### src/rtl/loopyV_data_types.sv
// loopyV_data_types: shared core types, funct3 encodings and the memory-controller state enum
package loopyV_data_types;
    localparam logic [2:0] FUNCT3_BYTE   = 3'b000;
    localparam logic [2:0] FUNCT3_HALF   = 3'b001;
    localparam logic [2:0] FUNCT3_WORD   = 3'b010;
    localparam logic [2:0] FUNCT3_BYTE_U = 3'b100;
    localparam logic [2:0] FUNCT3_HALF_U = 3'b101;

    typedef enum logic [1:0] {
        IDLE = 2'd0,
        REQ  = 2'd1,
        RESP = 2'd2,
        DONE = 2'd3
    } memCtrlStateType;

    function automatic logic is_misaligned(input logic [2:0] funct3, input logic [1:0] off);
        return (funct3[1:0] == 2'b01 && off[0]) || (funct3 == FUNCT3_WORD && off != 2'b00);
    endfunction
endpackage

### src/rtl/mem_align.sv
// mem_align: byte-lane enables and store replication for the issuing access,
// lane extraction and sign/zero extension for the returning load word
module mem_align
    import loopyV_data_types::*;
(
    input  logic [2:0]  funct3,
    input  logic [1:0]  off,
    input  logic [31:0] store_data,
    input  logic [2:0]  ld_funct3,
    input  logic [1:0]  ld_off,
    input  logic [31:0] rdata,
    output logic [3:0]  be,
    output logic [31:0] wdata,
    output logic [31:0] ldata
);
    logic        is_b, is_h;
    logic [15:0] ld_h;

    assign is_b  = funct3 == FUNCT3_BYTE || funct3 == FUNCT3_BYTE_U;
    assign is_h  = funct3 == FUNCT3_HALF || funct3 == FUNCT3_HALF_U;
    assign be    = is_b ? 4'b0001 << off : is_h ? 4'b0011 << off : 4'b1111;
    assign wdata = is_b ? {4{store_data[7:0]}} : is_h ? {2{store_data[15:0]}} : store_data;
    assign ld_h  = 16'(rdata >> {ld_off, 3'b000});
    assign ldata = ld_funct3 == FUNCT3_BYTE   ? {{24{ld_h[7]}}, ld_h[7:0]} :
                   ld_funct3 == FUNCT3_BYTE_U ? {24'b0, ld_h[7:0]} :
                   ld_funct3 == FUNCT3_HALF   ? {{16{ld_h[15]}}, ld_h} :
                   ld_funct3 == FUNCT3_HALF_U ? {16'b0, ld_h} : rdata;
endmodule

### src/rtl/mem_access_ctrl.sv
// mem_access_ctrl: MEM-stage load/store bus sequencer with pipeline stall.
// Optional MISALIGN_TRAP_EN: misaligned H/W accesses trap instead of issuing.
module mem_access_ctrl
    import loopyV_data_types::*;
(
    input  logic        clk,
    input  logic        rst,
    input  logic        memValid,
    input  logic        loadSignal,
    input  logic        storeSignal,
    input  logic [2:0]  loadStoreByteSelect,
    input  logic [31:0] memAddr,
    input  logic [31:0] storeData,
    output logic        stallReq,
    output logic        busReq,
    output logic        busWe,
    output logic [31:0] busAddr,
    output logic [3:0]  busBe,
    output logic [31:0] busWdata,
    input  logic        busGnt,
    input  logic        busRvalid,
    input  logic [31:0] busRdata,
    output logic [31:0] loadData,
    output logic        loadDataValid,
    output logic        misalignTrap
);
    memCtrlStateType state_q, state_d;
    logic [31:0] addr_q, addr_d, wdata_q, wdata_d, ldata_q, ldata_d, wdata_n, ldata_n;
    logic [3:0]  be_q, be_d, be_n;
    logic [2:0]  funct3_q, funct3_d;
    logic        we_q, we_d, trap_q, trap_d, misalign;

    mem_align u_align (
        .funct3    (loadStoreByteSelect),
        .off       (memAddr[1:0]),
        .store_data(storeData),
        .ld_funct3 (funct3_q),
        .ld_off    (addr_q[1:0]),
        .rdata     (busRdata),
        .be        (be_n),
        .wdata     (wdata_n),
        .ldata     (ldata_n)
    );

`ifdef MISALIGN_TRAP_EN
    assign misalign     = is_misaligned(loadStoreByteSelect, memAddr[1:0]);
    assign misalignTrap = state_q == DONE && trap_q;
`else
    assign misalign     = 1'b0;
    assign misalignTrap = 1'b0;
`endif

    always_comb begin
        state_d  = state_q;
        addr_d   = addr_q;
        funct3_d = funct3_q;
        we_d     = we_q;
        be_d     = be_q;
        wdata_d  = wdata_q;
        ldata_d  = ldata_q;
        trap_d   = trap_q;
        stallReq = 1'b0;
        case (state_q)
            IDLE: if (memValid && (loadSignal || storeSignal)) begin
                stallReq = 1'b1;
                addr_d   = memAddr;
                funct3_d = loadStoreByteSelect;
                we_d     = storeSignal;
                be_d     = be_n;
                wdata_d  = wdata_n;
                trap_d   = misalign;
                state_d  = misalign ? DONE : REQ;
            end
            REQ: begin
                stallReq = 1'b1;
                if (busGnt) state_d = we_q ? DONE : RESP;
            end
            RESP: begin
                stallReq = 1'b1;
                if (busRvalid) begin
                    ldata_d = ldata_n;
                    state_d = DONE;
                end
            end
            default: state_d = IDLE;
        endcase
    end

    always_ff @(posedge clk) begin
        if (rst) begin
            state_q  <= IDLE;
            addr_q   <= '0;
            funct3_q <= '0;
            we_q     <= 1'b0;
            be_q     <= '0;
            wdata_q  <= '0;
            ldata_q  <= '0;
            trap_q   <= 1'b0;
        end else begin
            state_q  <= state_d;
            addr_q   <= addr_d;
            funct3_q <= funct3_d;
            we_q     <= we_d;
            be_q     <= be_d;
            wdata_q  <= wdata_d;
            ldata_q  <= ldata_d;
            trap_q   <= trap_d;
        end
    end

    assign busReq        = state_q == REQ;
    assign busWe         = we_q;
    assign busAddr       = {addr_q[31:2], 2'b00};
    assign busBe         = be_q;
    assign busWdata      = wdata_q;
    assign loadData      = ldata_q;
    assign loadDataValid = state_q == DONE && !we_q && !trap_q;
endmodule
### config.mk
export PLATFORM = sky130hd
export DESIGN_NAME = mem_access_ctrl
export DESIGN_NICKNAME = d
export VERILOG_FILES = /design/src/rtl/loopyV_data_types.sv /design/src/rtl/mem_align.sv /design/src/rtl/mem_access_ctrl.sv
export SDC_FILE = /design/constraint.sdc
export NUM_CORES = 1
export LEC_CHECK = 0
export CORE_MARGIN = 2
export CORE_UTILIZATION = 55
export CTS_BUF_LIST = sky130_fd_sc_hd__clkbuf_16
export DETAILED_ROUTE_END_ITERATION = 7
export DONT_BUFFER_PORTS = 1
export HOLD_SLACK_MARGIN = 0.05
export PLACE_DENSITY = 0.82
export SETUP_SLACK_MARGIN = 0.15
export SYNTH_ARGS = -nofsm -noshare
export SYNTH_HDL_FRONTEND = slang
export SYNTH_HIERARCHICAL = 1
export SYNTH_SLANG_ARGS = --single-unit
### constraint.sdc
create_clock -name clk -period 3.51 [get_ports clk]
set_input_delay 0.702 -clock clk [delete_from_list [all_inputs] [get_ports clk]]
set_output_delay 0.702 -clock clk [all_outputs]
set_load 0.03 [all_outputs]
==> metrics.txt <==
power per unit of standard cell area=just under 700 nW/µm²; pre-CTS WS=between 1 and 1.5 ns; number of distinct standard cells referenced by the synthesized netlist=44; number of search-and-repair iterations in the first detailed-routing pass=6; Placement Rows=35; Setup Total Neg Slack=0 ns; number of buffers created by CTS=9; slew at the pin closest to its max-slew limit=1.03 ns; Worst Setup Slack, final=approximately 1.0 ns; unrepaired setup endpoints after global routing=no; number of antenna violations at the first check in global routing=0; slew margin rel.=0.314; total leakage power=1.82 nW; Flop pwr share=0.510; number of buffers added on ports=0; min Tclk post-route=2.51 ns; classification of the worst-slack hold path=input pin to flip-flop; share of the core filled with cells in the final layout=0.563; clock slew at reported path FFs=0.07 ns; antenna cell count=0; Final Hold Viols=0; core footprint=roughly 9300 µm²; share of synthesized flip-flops with an asynchronous set or reset=0; sequential-to-total area share from yosys stat=0.397; nature of the critical path endpoint=primary output; first-pass GRT wire length=19,600 µm; area share of the largest cell type after synthesis=0.397; Wirelength per Cell=16.9 µm; TritonCTS clock tree=done; library cell with the largest summed area after synthesis=dfxtp_1; number of DRC markers after the initial detailed-route iteration=between 200 and 250; number of max-cap violations=0; warnings from Yosys=6; maximum vdd ir drop=approximately 310 µV; depth of the CTS H-tree=3; Setup CP Type=flip-flop to primary output; area of the multi-input gates=2640 µm²; sum of overflow across all layers after global routing=0; layer carrying the most global-route usage=met2; most common cell after layout, fill and taps aside=nand2_1; antenna-violating nets left=0; Via density=between 5 and 6; final period utilization=0.715; critical path data arrival time=1.81 ns; clock sinks=around 110; maximum clock rate=399 MHz; die outline height=103 µm; post-cts resize count=0; top area cells in the synthesized netlist=dfxtp_1 (40%), nand2_1 (17%), a21oi_1 (9.8%); Storage cell area=2120 µm²; number of global-route vias before repair=roughly 4,200; max-slew violations=0; met2 Usage GRT=0.393; clock network latency to the later pin of the worst-skew pair=0.34 ns; overall power after layout=about 3.6 mW; net switching component of the power=around 1.4 mW; net count reported at finish=744; run status=complete, no violations; netlist area before placement=5340 µm²; Root Driver=clkbuf_16; final WL=roughly 13,000 µm; primary flip-flop cell chosen by synthesis mapping=dfxtp_1; total routing usage reported by global routing=0.233; Max Root-Sink Buffers=2; DRC Markers=0; internal portion of total power=between 2 and 2.5 mW; critical path startpoint category=flip-flop; Post-synth EDFFs=0; met1 track utilization from global routing=0.257; maximum fanout along the worst path=4; required time of the worst setup path=2.81 ns; Fill cells=847; total number of vias=4,448; clock share of power=0.259; effective utilization at floorplan=0.573; Yosys reg bits=106; Placer Congestion=1.02; most used cells in the layout excluding fill and tap cells=nand2_1 (243), dfxtp_1 (106), a21oi_1 (105); global-route met3 utilization=0.0969; fraction of final layout cells with drive strength greater than 1=0.0710; number of buffers added for setup after CTS=0; layout overhead on the synthesized area=-1.69%; number of cells produced by synthesis=706; number of top-level pins=between 200 and 250; combinational share of power=0.231; Net Sw Frac=0.398; Worst Skew=approximately 0.007 ns; post-DP HPWL=9160 µm; overall die width=roughly 100 µm; Mean Syn Cell Area=7.57 µm²; overall die area=10,500 µm²; number of failing setup endpoints in the final timing report=0; pin count of the biggest net entering global routing=around 110; hold buffer count at CTS=0
==> synthesized netlist by cell type (2+ instances only) <==
cell type	n
o22ai_1	7
or2b_1	4
buf_2	25
o211ai_1	12
ha_1	9
nor2b_1	5
nand2b_1	7
buf_6	3
nor3_1	3
a22oi_1	6
o21ai_1	11
mux2i_1	10
clkbuf_1	18
buf_1	4
nor2_2	2
nand2_1	243
a21oi_1	105
nor3b_1	2
nor2_1	4
dfxtp_1	106
o21ai_0	23
buf_4	42
a221oi_1	7
inv_1	9
mux2_2	20
==> cell families (layout without fill, tap and decap cells) <==
kind of cell,Yosys count,in the layout,share of synthesized area
buffers and inverters,102,28,0.111
other,1,3,0.000702
multiplexers,31,31,0.0651
AO/OA/AOI/OAI,181,181,0.196
flip-flops,106,106,0.397
adder cells (fa/ha/maj),9,9,0.0211
XOR/XNOR,1,1,0.00164
AND/OR/NAND/NOR,275,275,0.207
==> path summary, 6_finish.rpt <==
| kind | slack (ns) | cells after the start | startpoint | to |
|---|---|---|---|---|
| hold / removal | 0.42 | 1 | rst | loadData[30] |
| hold reg to reg | 0.52 | 2 | funct3_q[2] | funct3_q[2] |
| setup reg to reg | 1.41 | 5 | addr_q[1] | loadData[21] |
| setup / recovery | 1.00 | 5 | state_q[0] | stallReq |
==> power groups by stage <==
| stage | combinational [mW] | sequential, mW | clock (mW) |
|---|---|---|---|
| after global placement | 0.783 | 1.84 | 0 |
| after floorplan | 0.956 | 1.68 | 0 |
| final | 0.827 | 1.82 | 0.927 |
| after global routing | 0.932 | 1.85 | 0.996 |
| after detailed placement | 0.826 | 1.85 | 0 |
| after CTS | 0.827 | 1.83 | 0.950 |
==> critical path: stages (launching register included) <==
cell     delay [ns]
dfxtp_1        0.35
inv_1          0.11
ha_1           0.29
o211a_2        0.24
nor2_1         0.05
nor2_1         0.43
==> cell type report <==
type	instances	area share
Tap cell	129	0.0307
Clock buffer	9	0.0429
Inverter	9	0.00643
Multi-Input combinational cell	500	0.503
Sequential cell	106	0.404
Clock inverter	7	0.00881
Timing Repair Buffer	3	0.00429
==> flip-flops by register name (all words and copies together) (netlist names) <==
name      flops
busWdata     32
busBe         4
loadData     32
addr_q       32
state_q       2
funct3_q      3
busWe         1
==> per-stage QoR <==
stage               instances  hold WS [ns]  cell area (µm²)
floorplan                 708         0.433             5350
global placement          747         0.493             4980
CTS                       763         0.414             5250
global route              763         0.410             5250
detailed placement        747         0.502             4980
finish                    763         0.425             5250
==> per-layer routing <==
metal / up-vias / part of all wire
li1: 2150 / -
met3: 24 / 0.12
met4: 0 / 0.022
met2: 209 / 0.49
met1: 2065 / 0.36
met5: - / 0
Power figures use the tool's default switching activity.
